===== src/rtl/echo_arbiter.sv =====
// echo_arbiter: shares one strictly in-order echo datapath among NREQ requesters.
// Latency: req__ENA -> echoReq__ENA 1 cycle minimum; ind_echo__ENA -> rsp__ENA 1 cycle minimum.
// Backpressure: echoReq__RDY and the outstanding limit stall issue; rsp__RDY stalls delivery (head-of-line); ind_echo is never stalled.
//
// Ports:
//   CLK, nRST                 clock, synchronous active-high reset
//   req__ENA/req__RDY/req_v   per-requester one-entry holding registers (payload slice i = requester i)
//   echoReq__ENA/RDY/v        round-robin issue into the echo datapath
//   ind_echo__ENA/v           echo results, returned in issue order
//   rsp__ENA/RDY/rsp_v        one-hot delivery of each result to its originating requester
//   outstanding               issued-but-not-delivered count
//   err                       sticky: a result arrived with no transaction in flight

// Generic synchronous FIFO, DEPTH a power of two (>= 2).
// Latency: pushed data is visible at the head the cycle after the push.
// Backpressure: push is ignored when full, pop is ignored when empty.
module echo_fifo #(
  parameter int W     = 8,
  parameter int DEPTH = 4
) (
  input  logic         i_clk,
  input  logic         i_rst,
  input  logic         i_push,
  input  logic [W-1:0] i_push_dat,
  input  logic         i_pop,
  output logic [W-1:0] o_head_dat,
  output logic         o_empty,
  output logic         o_full
);
  localparam int AW = $clog2(DEPTH);

  logic [W-1:0] r_mem [DEPTH];
  logic [AW:0]  r_wr_ptr;
  logic [AW:0]  r_rd_ptr;
  logic         w_push;
  logic         w_pop;

  // Extra pointer bit distinguishes full from empty when the index bits match.
  assign o_empty    = (r_wr_ptr == r_rd_ptr);
  assign o_full     = (r_wr_ptr[AW-1:0] == r_rd_ptr[AW-1:0]) && (r_wr_ptr[AW] != r_rd_ptr[AW]);
  assign w_push     = i_push && !o_full;
  assign w_pop      = i_pop && !o_empty;
  assign o_head_dat = r_mem[r_rd_ptr[AW-1:0]];

  always_ff @(posedge i_clk) begin
    if (i_rst) begin
      r_wr_ptr <= '0;
      r_rd_ptr <= '0;
    end else begin
      if (w_push) r_wr_ptr <= r_wr_ptr + (AW+1)'(1);
      if (w_pop)  r_rd_ptr <= r_rd_ptr + (AW+1)'(1);
    end
  end

  always_ff @(posedge i_clk) begin
    if (w_push) r_mem[r_wr_ptr[AW-1:0]] <= i_push_dat;
  end
endmodule

module echo_arbiter #(
  parameter int NREQ  = 4,
  parameter int WIDTH = 32,
  parameter int DEPTH = 4,
  parameter int TAGW  = $clog2(NREQ)
) (
  input  logic                    CLK,
  input  logic                    nRST,
  input  logic [NREQ-1:0]         req__ENA,
  output logic [NREQ-1:0]         req__RDY,
  input  logic [NREQ*WIDTH-1:0]   req_v,
  output logic                    echoReq__ENA,
  input  logic                    echoReq__RDY,
  output logic [WIDTH-1:0]        echoReq_v,
  input  logic                    ind_echo__ENA,
  input  logic [WIDTH-1:0]        ind_echo_v,
  output logic [NREQ-1:0]         rsp__ENA,
  input  logic [NREQ-1:0]         rsp__RDY,
  output logic [WIDTH-1:0]        rsp_v,
  output logic [$clog2(DEPTH):0]  outstanding,
  output logic                    err
);
  localparam int OW = $clog2(DEPTH) + 1;
  localparam int RW = TAGW + WIDTH;

  // r_live is low during reset and rises the cycle after reset is released,
  // keeping req__RDY a purely registered term.
  logic             r_live;
  logic [NREQ-1:0]  r_hold_vld;
  logic [WIDTH-1:0] r_hold_dat [NREQ];
  logic [TAGW-1:0]  r_rr;
  logic [OW-1:0]    r_outstanding;
  logic             r_err;

  logic             w_any;
  logic [TAGW-1:0]  w_win;
  logic [TAGW-1:0]  w_rr_next;
  int               w_idx;
  logic             w_issue;
  logic             w_deliver;

  logic [TAGW-1:0]  w_tag_head;
  logic             w_tag_empty;
  logic             w_tag_full;
  logic             w_rsp_push;
  logic [RW-1:0]    w_rsp_head;
  logic             w_rsp_empty;
  logic             w_rsp_full;
  logic [TAGW-1:0]  w_rsp_tag;

  assign req__RDY = ~r_hold_vld & {NREQ{r_live}};

  // First valid hold at or after the rr pointer, wrapping at NREQ.
  always_comb begin
    w_any = 1'b0;
    w_win = '0;
    w_idx = 0;
    for (int k = 0; k < NREQ; k++) begin
      w_idx = int'(r_rr) + k;
      if (w_idx >= NREQ) w_idx = w_idx - NREQ;
      if (!w_any && r_hold_vld[w_idx]) begin
        w_any = 1'b1;
        w_win = TAGW'(w_idx);
      end
    end
  end

  assign w_rr_next = (w_win == TAGW'(NREQ - 1)) ? '0 : w_win + TAGW'(1);

  assign w_issue = w_any && echoReq__RDY && (r_outstanding < OW'(DEPTH)) &&
                   !w_tag_full && r_live && !nRST;
  assign echoReq__ENA = w_issue;
  assign echoReq_v    = w_any ? r_hold_dat[w_win] : '0;

  always_ff @(posedge CLK) begin
    if (nRST) begin
      r_live     <= 1'b0;
      r_hold_vld <= '0;
      r_rr       <= '0;
    end else begin
      r_live <= 1'b1;
      if (w_issue) r_rr <= w_rr_next;
      for (int i = 0; i < NREQ; i++) begin
        if (w_issue && (w_win == TAGW'(i))) r_hold_vld[i] <= 1'b0;
        // Gate with RDY so a stray strobe cannot overwrite a held payload.
        if (req__ENA[i] && req__RDY[i])     r_hold_vld[i] <= 1'b1;
      end
    end
  end

  always_ff @(posedge CLK) begin
    for (int i = 0; i < NREQ; i++) begin
      if (req__ENA[i] && req__RDY[i]) r_hold_dat[i] <= req_v[i*WIDTH +: WIDTH];
    end
  end

  // Source tag of every issue, in issue order; results return in the same order.
  echo_fifo #(.W(TAGW), .DEPTH(DEPTH)) u_tag_fifo (
    .i_clk      (CLK),
    .i_rst      (nRST),
    .i_push     (w_issue),
    .i_push_dat (w_win),
    .i_pop      (ind_echo__ENA),
    .o_head_dat (w_tag_head),
    .o_empty    (w_tag_empty),
    .o_full     (w_tag_full)
  );

  // Cannot overflow: its occupancy never exceeds outstanding, which is capped at DEPTH.
  assign w_rsp_push = ind_echo__ENA && !w_tag_empty && !nRST;

  echo_fifo #(.W(RW), .DEPTH(DEPTH)) u_rsp_fifo (
    .i_clk      (CLK),
    .i_rst      (nRST),
    .i_push     (w_rsp_push),
    .i_push_dat ({w_tag_head, ind_echo_v}),
    .i_pop      (w_deliver),
    .o_head_dat (w_rsp_head),
    .o_empty    (w_rsp_empty),
    .o_full     (w_rsp_full)
  );

  assign w_rsp_tag = w_rsp_head[RW-1 -: TAGW];

  // Only the head's owner is considered, so a stalled requester blocks the rest.
  always_comb begin
    rsp__ENA = '0;
    if (!w_rsp_empty && r_live && !nRST) rsp__ENA = (NREQ'(1) << w_rsp_tag) & rsp__RDY;
  end

  assign w_deliver = |rsp__ENA;
  assign rsp_v     = w_rsp_empty ? '0 : w_rsp_head[WIDTH-1:0];

  always_ff @(posedge CLK) begin
    if (nRST) begin
      r_outstanding <= '0;
      r_err         <= 1'b0;
    end else begin
      case ({w_issue, w_deliver})
        2'b10:   r_outstanding <= r_outstanding + OW'(1);
        2'b01:   r_outstanding <= r_outstanding - OW'(1);
        default: r_outstanding <= r_outstanding;
      endcase
      // A result with nothing in flight has no owner: drop it and flag.
      if (ind_echo__ENA && w_tag_empty) r_err <= 1'b1;
    end
  end

  assign outstanding = r_outstanding;
  assign err         = r_err;

  // Structurally unreachable given the outstanding cap; kept observable for debug.
  logic w_unused;
  assign w_unused = w_rsp_full;
endmodule

===== config.mk =====
export PLATFORM = sky130hd
export DESIGN_NAME = echo_arbiter
export DESIGN_NICKNAME = d
export VERILOG_FILES = /design/src/rtl/echo_arbiter.sv
export SDC_FILE = /design/constraint.sdc
export NUM_CORES = 1
export LEC_CHECK = 0
export ABC_AREA = 1
export CAP_MARGIN = 20
export CORE_MARGIN = 2
export CORE_UTILIZATION = 35
export CTS_CLUSTER_SIZE = 28
export DETAILED_ROUTE_END_ITERATION = 6
export PLACE_DENSITY = 0.56
export SETUP_SLACK_MARGIN = 0.02
export SKIP_LAST_GASP = 1
export SYNTH_ARGS = -nofsm -noshare
export SYNTH_HDL_FRONTEND = slang
export SYNTH_SLANG_ARGS = --single-unit

===== constraint.sdc =====
create_clock -name CLK -period 4.83 [get_ports CLK]
set_input_delay 1.449 -clock CLK [delete_from_list [all_inputs] [get_ports CLK]]
set_output_delay 1.449 -clock CLK [all_outputs]
set_load 0.02 [all_outputs]

==> results.md <==
- Cell Pwr Density: 454 mW/mm2
- Post-Syn Instances: 1190
- Minimum clock period: 4540 ps
- Met2 wire length: 15800 um
- Met3 Wirelength: 2790 um
- Layout cells sized above 1: 0.0675
- Drc violations: 0
- Cells along the critical path: clkdlybuf4s50_1, nor2_1, nand2_1, nor2_1, clkdlybuf4s50_1
- Core ar.: 0.0364 mm2
- Largest delay share family, worst path: buffers and inverters
- Initial antenna violation count: 4
- RSZ-0062 raised after global routing: no
- WP data required: 3380 ps
- Fin Setup TNS: 0 ps
- Die Wd: 196 um
- Vias/cell: 4.82
- HPWL after DPL: 21900 um
- WP data arrival: 3090 ps
- Slowest stage cell on the critical path: clkdlybuf4s50_1
- Total CTS buffers: 35
- Cell variety after synth: 28
- # hold bufs at CTS: 0
- Vias in the first global route: 9316
- H-tree Lvls: 2
- Mapped Nets: 1378
- Total gr overflow: 0
- Clk sinks: 299
- Synth top area cells: edfxtp_1, inv_1, nand2_1
- Crit Path Max Fanout: 4
- Synthesized area: 0.0129 mm2
- Total GRT Usage: 0.172
- Commonest cells after routing, fill and taps aside: edfxtp_1, clkdlybuf4s50_1, inv_1
- Avg Inst Size Synth: 10.9 um2
- Crit-path max cell delay: 700 ps
- I/O Buffers: 248
- Routability Congestion: 0.826
- Max Slew Vio Count: 0
- Initial cell density of the core: 0.355
- Worst-margin pin slew: 908 ps
- Final hold vios: 0
- DRT iter0 DRCs: 487
- Final setup margin: 288 ps
- Layout Skew: 12.0 ps
- Peak supply drop: 0.281 mV
- Area leader, netlist: edfxtp_1
- CTS root buffer: clkbuf_16
- Slew headroom: 0.394
- Top sig layer: met5
- Placed cell area: 0.0160 mm2
- M1 WL: 13900 um
- CP startpoint kind: input pin
- Type of the tightest min-delay check: flop to flop
- Max Fclk: 220 MHz
- Dpl ws: 240 ps
- Yosys top cell area share: 0.632
- Post-CTS Resized: 5
- DIE AREA: 0.0385 mm2
- DRT antenna net count: 0
- # rows: 70
- Die Span Y: 196 um
- CP Buf/Inv Count: 2
- Clock Tree Buf Depth: 3
- Max Cap Violations: 0
- Clock transition at path regs: 60 ps
- Largest net degree at the start of global routing: 68
- Status: complete, no violations
- Post-route cell area: 0.0172 mm2
- Final WL: 33200 um
- Power, Total: 0.00780 W
- Final setup viols: 0
- Postcts setup bufs: 0
- Sequential area share after synthesis: 0.674
- CP endpoint kind: output pin
- Later-pin clock latency in the skew report: 510 ps
- Setup CP Type: input pin to output pin
- Fill count: 3347
- IO Pins: 249
- DR WL/cell: 17.2 um
- First-pass GRT wire length: 51000 um
- Final nets: 1629
- Yosys warning total: 0
- Flops & latches, synth: 299
- Via count: 9323
- CTS tree: yes
- Leakage power: 7.16 nW
- Drt pass-1 iters: 5
- Period Utilization, post-route: 0.940
- Layout area overhead: 32.9%
- Commonest non-fill, non-tap cell in the layout: edfxtp_1
per-stage QoR:
step | cells | utilization | hold WS, ps
3_3_place_gp | 1872 | 0.438 | 458
6_report | 1936 | 0.471 | 462
3_5_place_dp | 1872 | 0.438 | 459
5_1_grt | 1934 | 0.471 | 483
4_1_cts | 1934 | 0.469 | 468
2_1_floorplan | 1190 | - | 443
flip-flops by register name, indices dropped and copies added (netlist names), named ones only:
| signal | count |
|---|---|
| u_tag_fifo.r_mem | 8 |
| u_tag_fifo.r_rd_ptr | 3 |
| err | 1 |
| u_rsp_fifo.r_mem | 136 |
| r_live | 1 |
| u_tag_fifo.r_wr_ptr | 3 |
| r_hold_dat | 128 |
| outstanding | 3 |
| r_rr | 2 |
| r_hold_vld | 4 |
| u_rsp_fifo.r_wr_ptr | 3 |
| u_rsp_fifo.r_rd_ptr | 3 |
layer usage:
metal	up-vias	GRT usage
met4	2	0.0497
met3	59	0.0488
met1	4374	0.216
met2	327	0.289
li1	4561	-
met5	-	0
where the power goes:
part / leakage (nW) / switching (W) / internal (W)
sequential: 2.71 / 0.0000532 / 0.00297
clock: 0.547 / 0.00100 / 0.00158
combinational: 3.90 / 0.00133 / 0.000851
total: 7.16 / 0.00239 / 0.00541
path summary, 6_finish.rpt:
| kind | from | to | slack (ps) | depth (start not counted) |
|---|---|---|---|---|
| min reg2reg | err$_SDFFE_PP0P_ | err$_SDFFE_PP0P_ | 460 | 2 |
| min | err$_SDFFE_PP0P_ | err$_SDFFE_PP0P_ | 460 | 2 |
| max | nRST | rsp__ENA[1] | 290 | 5 |
| max reg2reg | flop | outstanding[2]$_SDFFE_PP0P_ | 1810 | 16 |
worst reg2reg max path: cells and delay by family, from the launching register on:
kind / cells / cell delay, ps
buf+inv: 2 / 420
simple gates: 7 / 760
fa+ha+maj: 2 / 560
compound gates: 5 / 550
flops: 1 / 620
synthesized netlist by cell type:
cell type  count
a211oi_1       1
a21oi_1       51
buf_1          2
buf_2         24
buf_4          6
buf_6          9
clkbuf_1      23
clkinv_1       2
dfxtp_1       27
edfxtp_1     272
fa_1           1
ha_1          15
inv_1        204
inv_2          6
nand2_1      163
nand2_2        3
nand3_1       79
nand3_2        2
nand3b_1       1
nand4_1       67
nor2_1       101
nor2_4         1
nor3b_1        1
o21ai_0       87
o21ai_1        1
o22ai_1       34
or2_0          1
xnor2_1        6
cell type report:
| type | count | area (um2) | share of cell area |
|---|---|---|---|
| inverters | 212 | 796 | 0.0464 |
| multi-input cells | 615 | 3100 | 0.181 |
| diodes | 2 | 5.00 | 0.000292 |
| clock inverters | 14 | 178 | 0.0104 |
| well taps | 468 | 586 | 0.0341 |
| repair buffers | 278 | 2840 | 0.165 |
| clock buffers | 48 | 945 | 0.0550 |
| flip-flops and latches | 299 | 8710 | 0.508 |
cell families after synthesis:
| family | count (synthesis) | share of synthesized area |
|---|---|---|
| xor gates and xnor gates | 6 | 0.00407 |
| DFF | 299 | 0.674 |
| buffers and inverters | 276 | 0.0895 |
| adders and majority gates | 16 | 0.0161 |
| AOI/OAI and AO/OA | 174 | 0.0709 |
| and+or+nand+nor | 419 | 0.145 |
No activity file was read; power rests on OpenSTA's default activity.
